`src/rtl/mdu_pkg.sv`:
```
// Shared encodings for the iterative multiply/divide unit.
package mdu_pkg;

  localparam int unsigned MduWidth = 32;

  typedef enum logic [1:0] {
    OP_MULTU = 2'b00,
    OP_MULT  = 2'b01,
    OP_DIVU  = 2'b10,
    OP_DIV   = 2'b11
  } mdu_op_e;

  typedef enum logic [2:0] {
    StIdle,
    StPrep,
    StRun,
    StFix,
    StDone
  } mdu_state_e;

  function automatic logic op_is_div(input logic [1:0] op);
    return (op == OP_DIVU) || (op == OP_DIV);
  endfunction

  function automatic logic op_is_signed(input logic [1:0] op);
    return (op == OP_MULT) || (op == OP_DIV);
  endfunction

endpackage

```
`src/rtl/mdu_step.sv`:
```
// One iteration of shift-add multiply or restoring divide.
// Multiply: acc_i is the running product, operand_i the multiplicand, bit_i the multiplier bit.
// Divide: acc_i is {remainder, quotient}, operand_i the divisor, bit_i the next dividend bit.
module mdu_step #(
  parameter int unsigned Width = 32
) (
  input  logic                 is_div_i,
  input  logic [2*Width-1:0]   acc_i,
  input  logic [Width-1:0]     operand_i,
  input  logic                 bit_i,
  output logic [2*Width-1:0]   acc_o,
  output logic                 q_bit_o
);

  logic [Width:0]   sum;
  logic [Width:0]   trial;
  logic [Width-1:0] diff;
  logic             ge;

  always_comb begin
    sum   = {1'b0, acc_i[2*Width-1:Width]} + (bit_i ? {1'b0, operand_i} : '0);
    trial = {acc_i[2*Width-1:Width], bit_i};
    ge    = trial >= {1'b0, operand_i};
    // When ge holds the true difference is below 2^Width, so the low bits suffice.
    diff  = trial[Width-1:0] - operand_i;
    if (is_div_i) begin
      acc_o   = {(ge ? diff : trial[Width-1:0]), acc_i[Width-2:0], 1'b0};
      q_bit_o = ge;
    end else begin
      acc_o   = {sum, acc_i[Width-1:1]};
      q_bit_o = 1'b0;
    end
  end

endmodule

```
`src/rtl/mdu_ctrl.sv`:
```
// Multi-cycle MULT/MULTU/DIV/DIVU sequencer owning the architectural HI/LO registers.
module mdu_ctrl
  import mdu_pkg::*;
#(
  parameter int unsigned WIDTH = MduWidth,
  parameter int unsigned CNT_W = 6
) (
  input  logic             clk,
  input  logic             rst,
  input  logic             start,
  input  logic [1:0]       op,
  input  logic [WIDTH-1:0] a,
  input  logic [WIDTH-1:0] b,
  input  logic             hi_we,
  input  logic             lo_we,
  input  logic [WIDTH-1:0] wdata,
  output logic             busy,
  output logic             done,
  output logic [WIDTH-1:0] hi,
  output logic [WIDTH-1:0] lo,
  output logic             div_by_zero
);

  mdu_state_e         state_q, state_d;
  logic [1:0]         op_q;
  logic [WIDTH-1:0]   a_q, b_q;
  logic [WIDTH-1:0]   opa_q, opb_q;
  logic               sign_a_q, sign_b_q;
  logic [2*WIDTH-1:0] acc_q;
  logic [CNT_W-1:0]   cnt_q;
  logic [WIDTH-1:0]   hi_q, lo_q;
  logic               dbz_q;

  logic               is_div, is_signed, last_iter;
  logic [2*WIDTH-1:0] acc_nxt;
  logic               q_bit;
  logic [WIDTH-1:0]   step_operand;
  logic               step_bit;
  logic [2*WIDTH-1:0] prod;
  logic [WIDTH-1:0]   quot, rem;
  logic [WIDTH-1:0]   hi_res, lo_res;

  assign is_div    = op_is_div(op_q);
  assign is_signed = op_is_signed(op_q);
  assign last_iter = (cnt_q == CNT_W'(WIDTH - 1));

  // Divide streams the dividend MSB-first; multiply streams the multiplier LSB-first.
  assign step_operand = is_div ? opb_q : opa_q;
  assign step_bit     = is_div ? opa_q[WIDTH-1] : opb_q[0];

  mdu_step #(
    .Width (WIDTH)
  ) u_step (
    .is_div_i  (is_div),
    .acc_i     (acc_q),
    .operand_i (step_operand),
    .bit_i     (step_bit),
    .acc_o     (acc_nxt),
    .q_bit_o   (q_bit)
  );

  // State register
  always_ff @(posedge clk or negedge rst) begin
    if (!rst) begin
      state_q <= StIdle;
    end else begin
      state_q <= state_d;
    end
  end

  // Next-state logic
  always_comb begin
    state_d = state_q;
    unique case (state_q)
      StIdle:  if (start) state_d = StPrep;
      StPrep:  state_d = StRun;
      StRun:   if (last_iter) state_d = StFix;
      StFix:   state_d = StDone;
      StDone:  state_d = start ? StPrep : StIdle;
      default: state_d = StIdle;
    endcase
  end

  // Moore outputs
  always_comb begin
    busy = (state_q == StPrep) || (state_q == StRun) || (state_q == StFix);
    done = (state_q == StDone);
  end

  // Sign and zero-divisor fix-up of the raw iteration result
  always_comb begin
    prod = (sign_a_q ^ sign_b_q) ? -acc_q : acc_q;
    quot = acc_q[WIDTH-1:0];
    rem  = acc_q[2*WIDTH-1:WIDTH];
    if (is_div) begin
      if (b_q == '0) begin
        lo_res = '1;
        hi_res = a_q;
      end else begin
        lo_res = (sign_a_q ^ sign_b_q) ? -quot : quot;
        hi_res = sign_a_q ? -rem : rem;
      end
    end else begin
      lo_res = prod[WIDTH-1:0];
      hi_res = prod[2*WIDTH-1:WIDTH];
    end
  end

  always_ff @(posedge clk or negedge rst) begin
    if (!rst) begin
      op_q     <= '0;
      a_q      <= '0;
      b_q      <= '0;
      opa_q    <= '0;
      opb_q    <= '0;
      sign_a_q <= 1'b0;
      sign_b_q <= 1'b0;
      acc_q    <= '0;
      cnt_q    <= '0;
      hi_q     <= '0;
      lo_q     <= '0;
      dbz_q    <= 1'b0;
    end else begin
      unique case (state_q)
        StIdle, StDone: begin
          if (start) begin
            op_q  <= op;
            a_q   <= a;
            b_q   <= b;
            dbz_q <= 1'b0;
          end
          if (hi_we) hi_q <= wdata;
          if (lo_we) lo_q <= wdata;
        end
        StPrep: begin
          sign_a_q <= is_signed & a_q[WIDTH-1];
          sign_b_q <= is_signed & b_q[WIDTH-1];
          opa_q    <= (is_signed & a_q[WIDTH-1]) ? -a_q : a_q;
          opb_q    <= (is_signed & b_q[WIDTH-1]) ? -b_q : b_q;
          acc_q    <= '0;
          cnt_q    <= '0;
        end
        StRun: begin
          acc_q <= {acc_nxt[2*WIDTH-1:1], acc_nxt[0] | q_bit};
          cnt_q <= cnt_q + CNT_W'(1);
          if (is_div) begin
            opa_q <= {opa_q[WIDTH-2:0], 1'b0};
          end else begin
            opb_q <= {1'b0, opb_q[WIDTH-1:1]};
          end
        end
        StFix: begin
          hi_q  <= hi_res;
          lo_q  <= lo_res;
          dbz_q <= is_div && (b_q == '0);
        end
        default: ;
      endcase
    end
  end

  assign hi          = hi_q;
  assign lo          = lo_q;
  assign div_by_zero = dbz_q;

endmodule
```
`config.mk`:
```
export PLATFORM = sky130hd
export DESIGN_NAME = mdu_ctrl
export DESIGN_NICKNAME = d
export VERILOG_FILES = /design/src/rtl/mdu_pkg.sv /design/src/rtl/mdu_step.sv /design/src/rtl/mdu_ctrl.sv
export SDC_FILE = /design/constraint.sdc
export NUM_CORES = 1
export LEC_CHECK = 0
export CAP_MARGIN = 0
export CORE_AREA = 2 2 214 216
export DETAILED_ROUTE_END_ITERATION = 10
export DIE_AREA = 0 0 216 218
export DONT_BUFFER_PORTS = 1
export HOLD_SLACK_MARGIN = 0.15
export PLACE_DENSITY = 0.61
export SLEW_MARGIN = 10
export SYNTH_ARGS = -nofsm -noshare
export SYNTH_HDL_FRONTEND = slang
export SYNTH_HIERARCHICAL = 1
export SYNTH_SLANG_ARGS = --single-unit
export TNS_END_PERCENT = 10
```
`constraint.sdc`:
```
create_clock -name clk -period 9.8 [get_ports clk]
set_input_delay 1.96 -clock clk [delete_from_list [all_inputs] [get_ports clk]]
set_output_delay 1.96 -clock clk [all_outputs]
set_load 0.02 [all_outputs]
```
==> results of run 1 <==
-- synthesized netlist by cell type, types with 18 or more instances --
cell type,n
xnor2_1,88
xor2_1,104
dfrtp_1,270
ha_1,70
a21oi_1,193
o21ai_0,169
nor2_1,195
nand3_1,34
o31ai_1,18
nand2_1,218
mux2_2,122
or3_1,25
inv_1,61
and3_1,18
buf_1,19
a22oi_1,31
nor3_1,50
clkbuf_1,120
a21o_1,27
mux2i_1,78
nand4_1,23
nor4_1,24
a22o_1,61
a31oi_1,29
-- worst paths after layout --
kind / from / to / slack (ns) / depth (start not counted)
max in group asynchronous: rst / op_q[1] / 8.10 / 0
min in group asynchronous: rst / lo[17] / 1.10 / 0
worst min-delay path: cnt_q[5] / cnt_q[5] / 0.49 / 1
worst max-delay path: op_q[1] / acc_q[61] / 4.35 / 14
worst min register to register: cnt_q[5] / cnt_q[5] / 0.49 / 1
worst max register to register: op_q[1] / acc_q[61] / 4.35 / 14
-- power by group through the flow --
stage                     Clock [µW]  Sequential [µW]  Combinational, µW
final                           1280             2610               5910
after global placement             0             2590               5760
after global routing            1340             2660               6440
after CTS                       1290             2590               5820
after floorplan                    0             2150               4550
after detailed placement           0             2610               5790
-- cell families (layout without fill, tap and decap cells) --
kind of cell	Yosys count	after routing	share of synthesized area [%]
AO/OA/AOI/OAI	671	671	22.02
buffers and inverters	217	137	4.304
multiplexers	201	201	10.85
flip-flops	270	270	33.78
AND/OR/NAND/NOR	675	675	16.06
adder cells (fa/ha/maj)	72	72	4.579
XOR/XNOR	192	192	8.407
-- stage by stage --
| step | std cells | util, % | setup WS, ns | power [µW] |
|---|---|---|---|---|
| floorplan | 2298 | - | 5.629 | 6700 |
| global placement | 2762 | 45.24 | 4.674 | 8348 |
| detailed placement | 2762 | 45.24 | 4.533 | 8391 |
| CTS | 2818 | 47.71 | 4.490 | 9696 |
| global route | 2818 | 47.71 | 4.070 | 10440 |
| finish | 2818 | 47.71 | 4.349 | 9792 |
-- routing by layer --
| layer | vias to the layer above | global-route usage (%) |
|---|---|---|
| met1 | 8787 | 39.53 |
| met4 | 4 | 10.62 |
| met3 | 145 | 5.091 |
| met2 | 749 | 44.65 |
| met5 | - | 0 |
| li1 | 8155 | - |
-- critical path: cells and delay by family, from the launching register on --
kind | cells | cell delay, ns
compound gates | 9 | 2.22
fa+ha+maj | 1 | 0.51
flops | 1 | 0.91
xor+xnor | 1 | 0.19
buf+inv | 1 | 0.78
mux | 1 | 0.44
simple gates | 1 | 0.24
-- final cells by class --
type,instances,area (µm²),area share (%)
Sequential cell,270,6760,31.57
Multi-Input combinational cell,1811,12420,58.01
Clock buffer,48,943.4,4.405
Tap cell,600,750.7,3.505
Inverter,62,232.7,1.087
Clock inverter,8,162.7,0.7595
Timing Repair Buffer,19,142.6,0.6660
-- state kept, by name, summed over array words and instances (netlist names) --
signal	flops
lo	32
sign_a_q	1
cnt_q	6
sign_b_q	1
opb_q	32
b_q	32
acc_q	64
hi	32
opa_q	32
div_by_zero	1
state_q	3
a_q	32
op_q	2
==> impl_metrics.yaml, run 1 <==
cts:
  clk_latency_ns: 0.57
  root_buffer: "clkbuf_16"
  cts.path.max_buffers: 3
  numClockSinks: 270
  cts_setup_buffers: 0
  cts_tree: "built"
  clkSlewWorstSetupHoldPaths_ns: 0.07
  cts_buffers: 34
  cts_hold_buf: 0
  h-tree-depth: 2
  cts-resized-gates: 0
sta:
  final-max-slew-violation-count: 0
  post-route-period-util_pct: 55.62
  clock.fmax_mhz: 183.5
  fin_skew_ns: 0.02548
  holdWs_ns: 0.4948
  rsz0062_at_grt: "no"
  setup_viol: 0
  timing.slew.headroom_pct: 18.42
  worstMarginPinSlew_ns: 1.219
  hold_viol: 0
  tns_ns: 0
  layout_min_cycle_time_ns: 5.451
pwr:
  pwr-share-comb_pct: 60.3
  p_seq_share_pct: 26.6
  p_sw_share_pct: 52.09
  pwr_density_cell_nw_per_um2: 457.2
  p_sw_uw: 5101
  peakVddDrop_uv: 216.0
  p_leak_uw: 0.009355
  p_int_uw: 4691
  clock_power_share_pct: 13.1
drt:
  dr.first_iter.drc_count: 2003
  finalWirelength_mm: 68.03
  wl_per_cell_um: 24.14
  drtAntennaViolNets: 0
  wl_met1_mm: 29.40
  firstDrtPassIters: 8
  wl_met3_mm: 5.351
  viasPerCell: 6.331
  vias: 17840
  wl_met2_mm: 30.71
  top_layer: "met5"
  drcViolationCount: 0
yosys:
  synthTopCellsByArea: "dfrtp_1 34%, mux2_2 6.9%, a21oi_1 4.8%"
  synth_cells: 2298
  syn_area_per_cell_um2: 8.704
  synth_top_area_share_pct: 33.78
  synth-seq-area-share_pct: 33.78
  syn_area_um2: 20000
  yosys_warnings: 6
  yosys.area.top_type: "dfrtp_1"
  synth-edff-count: 0
  synthArstFlopShare_pct: 100.0
  synth_ff_type: "dfrtp_1"
  syn_nets: 2473
  synth.distinct_cells: 92
  synth-seq-cells: 270
run:
  max_cap_violations: 0
global_routing:
  grt_pass1_wl_mm: 104.5
  grt_pass1_vias: 17170
  grt_overflow: 0
  grt_max_degree: 271
  grt_usage_pct: 28.55
  antenna_found_initial: 2
die:
  die_area_um2: 47090
  die_w_um: 216
  initial_core_util_pct: 44.55
  core_um2: 44890
  ioPinCount: 170
  row_count: 78
  die_h_um: 218
layout:
  nFillCells: 4385
  drive_above_1_share_pct: 11.05
  diodes: 0
  most-common-layout-cells: "269 x dfrtp_1, 216 x nand2_1, 193 x a21oi_1, 192 x nor2_1, 168 x o21ai_0"
  final_common_cell: "dfrtp_1"
  layout.nets: 2373
  area_growth_pct: 7.075
  postLayoutCellArea_um2: 21420
hold_path:
  hp-class: "reg -> reg"
critical_path:
  start_kind: "register"
  slowest_delay_ns: 0.91
  critPathMaxFanout: 58
  end_kind: "register"
  crit_required_ns: 10.23
  cp_common_cell: "o211ai_1"
  path_cells: "mux2_2 -> inv_1 -> nor2_1 -> fa_1 -> a21oi_2 -> o211ai_1 -> a32oi_1 -> o211ai_1 -> a211oi_2 -> o21ai_2 -> a311oi_2 -> xor2_1 -> a22oi_1 -> a22o_1"
  worst_ep_arrival_time_ns: 5.89
  path_class: "reg -> reg"
  slowest_stage: "dfrtp_4"
place:
  gp_congestion: 0.9557
  io_buffers: 0
  dp_hpwl_mm: 50.13
  placed_area_um2: 20310
status:
  status: "complete, no violations"
No activity file was read; power rests on OpenSTA's default activity.
==> run 2, diff against run 1 <==
PLACE_DENSITY = 0.64   (was 0.61)
clock period = 4.7 ns   (was 9.8 ns; I/O delays follow)
==> run 2 against run 1 <==
Compared with the run above:
- sequential share of layout area is 0.29 points lower
- power grew 110%
- final cell count is 0.99% higher
- sequential cell count stayed put
- first-iteration DRC count down 7.2%
- largest cell class unchanged
==> impl_metrics.yaml, run 2 (same netlist as run 1, synthesis figures left out) <==
pwr:
  peakVddDrop_uv: 489.1
  pwr_density_cell_nw_per_um2: 946.9
  power.total_uw: 20470
  p_leak_uw: 0.009481
cts:
  cts_tree: "built"
  cts-resized-gates: 0
  clkSlewWorstSetupHoldPaths_ns: 0.06
  cts_buffers: 34
  cts.path.max_buffers: 3
  h-tree-depth: 2
  clk_latency_ns: 0.54
  root_buffer: "clkbuf_16"
  numClockSinks: 270
sta:
  timing.slew.headroom_pct: 22.94
  hold_viol: 0
  tns_ns: 0
  setup_viol: 0
  layout_min_cycle_time_ns: 4.219
  fin_skew_ns: 0.02692
  post-route-period-util_pct: 89.77
  final-max-slew-violation-count: 0
  clock.fmax_mhz: 237.0
  worstMarginPinSlew_ns: 1.152
  rsz0062_at_grt: "no"
drt:
  viasPerCell: 6.263
  vias: 17830
  finalWirelength_mm: 68.48
  dr.first_iter.drc_count: 1859
  drtAntennaViolNets: 0
  wl_per_cell_um: 24.06
  firstDrtPassIters: 9
  drcViolationCount: 0
die:
  die_h_um: 218
  core_um2: 44890
  ioPinCount: 170
  die_area_um2: 47090
  row_count: 78
  die_w_um: 216
  initial_core_util_pct: 44.55
critical_path:
  path_cells: "mux2_2 -> inv_1 -> buf_4 -> nor2_1 -> ha_1 -> and3_1 -> and2_1 -> a32oi_1 -> o211ai_1 -> a211oi_2 -> o21ai_2 -> a311oi_2 -> a22o_1 -> a211oi_2 -> a22o_1"
  timing.rr.end: "acc_q[63]"
  slowest_delay_ns: 0.46
  reg2reg_slack_ns: 0.48
  path_class: "reg -> reg"
  reg2reg_depth: 15
  start_kind: "register"
  worst_ep_arrival_time_ns: 4.63
  end_kind: "register"
  slowest_stage: "dfrtp_4"
  crit_required_ns: 5.11
  critPathMaxFanout: 11
  timing.rr.start: "op_q[1]"
global_routing:
  grt_pass1_wl_mm: 104.8
  grt_max_degree: 271
  grt_pass1_vias: 17160
  grt_overflow: 0
  grt_usage_pct: 28.75
  antenna_found_initial: 0
layout:
  post-route-util_pct: 48.15
  largest_register_ffs: 64
  final_common_cell: "dfrtp_1"
  drive_above_1_share_pct: 12.12
  area_growth_pct: 8.076
  nFillCells: 4429
  largest_register: "acc_q"
  register_area_um2: 6760
  layoutNonFillerInstCount: 2846
  multiInputGateArea_um2: 12420
  most-common-layout-cells: "269 x dfrtp_1, 216 x nand2_1, 193 x a21oi_1, 192 x nor2_1, 168 x o21ai_0"
  layout.nets: 2396
place:
  placedCellCount: 2785
  gp_congestion: 1.001
  io_buffers: 0
  dp_hpwl_mm: 50.65
run:
  max_cap_violations: 0
hold_path:
  hp-class: "in -> async"
status:
  status: "complete, no violations"
[run 2: through the flow]
stage / hold WS [ns] / setup slack, ns / cell area, µm²
finish: 0.09969 / 0.4810 / 21620
CTS: 0.07127 / 0.4987 / 21610
global placement: 0.4686 / 0.5834 / 20510
detailed placement: 0.4703 / 0.5264 / 20510
floorplan: 0.4484 / 0.5293 / 20000
global route: 0.07733 / 0.2641 / 21610
[run 2: metal layers]
| layer | track usage [%] | up-vias | part of all wire, % |
|---|---|---|---|
| met2 | 45.13 | 741 | 45 |
| met1 | 40.47 | 8764 | 44 |
| met5 | 0 | - | 0 |
| met4 | 9.178 | 0 | 3.3 |
| met3 | 4.826 | 122 | 7.4 |
| li1 | - | 8198 | - |
[run 2: worst max-delay path by stage]
stage                       start         to  slack [ns]  cells past startpoint
after floorplan           op_q[1]  acc_q[61]        0.53                     17
after global placement    op_q[1]  acc_q[61]        0.58                     15
after CTS                 op_q[1]  acc_q[61]        0.50                     15
after detailed placement  op_q[1]  acc_q[61]        0.53                     15
final                     op_q[1]  acc_q[63]        0.48                     15
after global routing      op_q[1]  acc_q[63]        0.26                     15
[run 2: timing repair]
action / CTS / global route
setup buffers: 0 / 0
endpoints found under the hold margin: 270 / 270
setup endpoints to repair: 0 / 0
[run 2: cell type report]
cell class	instances	area share [%]
Sequential cell	270	31.27
Inverter	62	1.077
Clock inverter	6	0.3183
Timing Repair Buffer	42	1.574
Clock buffer	54	4.798
Multi-Input combinational cell	1811	57.48
Tap cell	600	3.473
Antenna cell	1	0.01158
[run 2: report_power, final]
part / internal, µW / switching [µW]
combinational: 5000 / 7600
sequential: 3340 / 1920
clock: 1570 / 1050
[run 2: worst max-delay path: cells and delay by family, from the launching register on]
family,cells,cell delay [ns]
mux,1,0.36
fa+ha+maj,1,0.34
simple gates,3,0.47
buf+inv,2,0.51
flops,1,0.46
compound gates,8,1.96
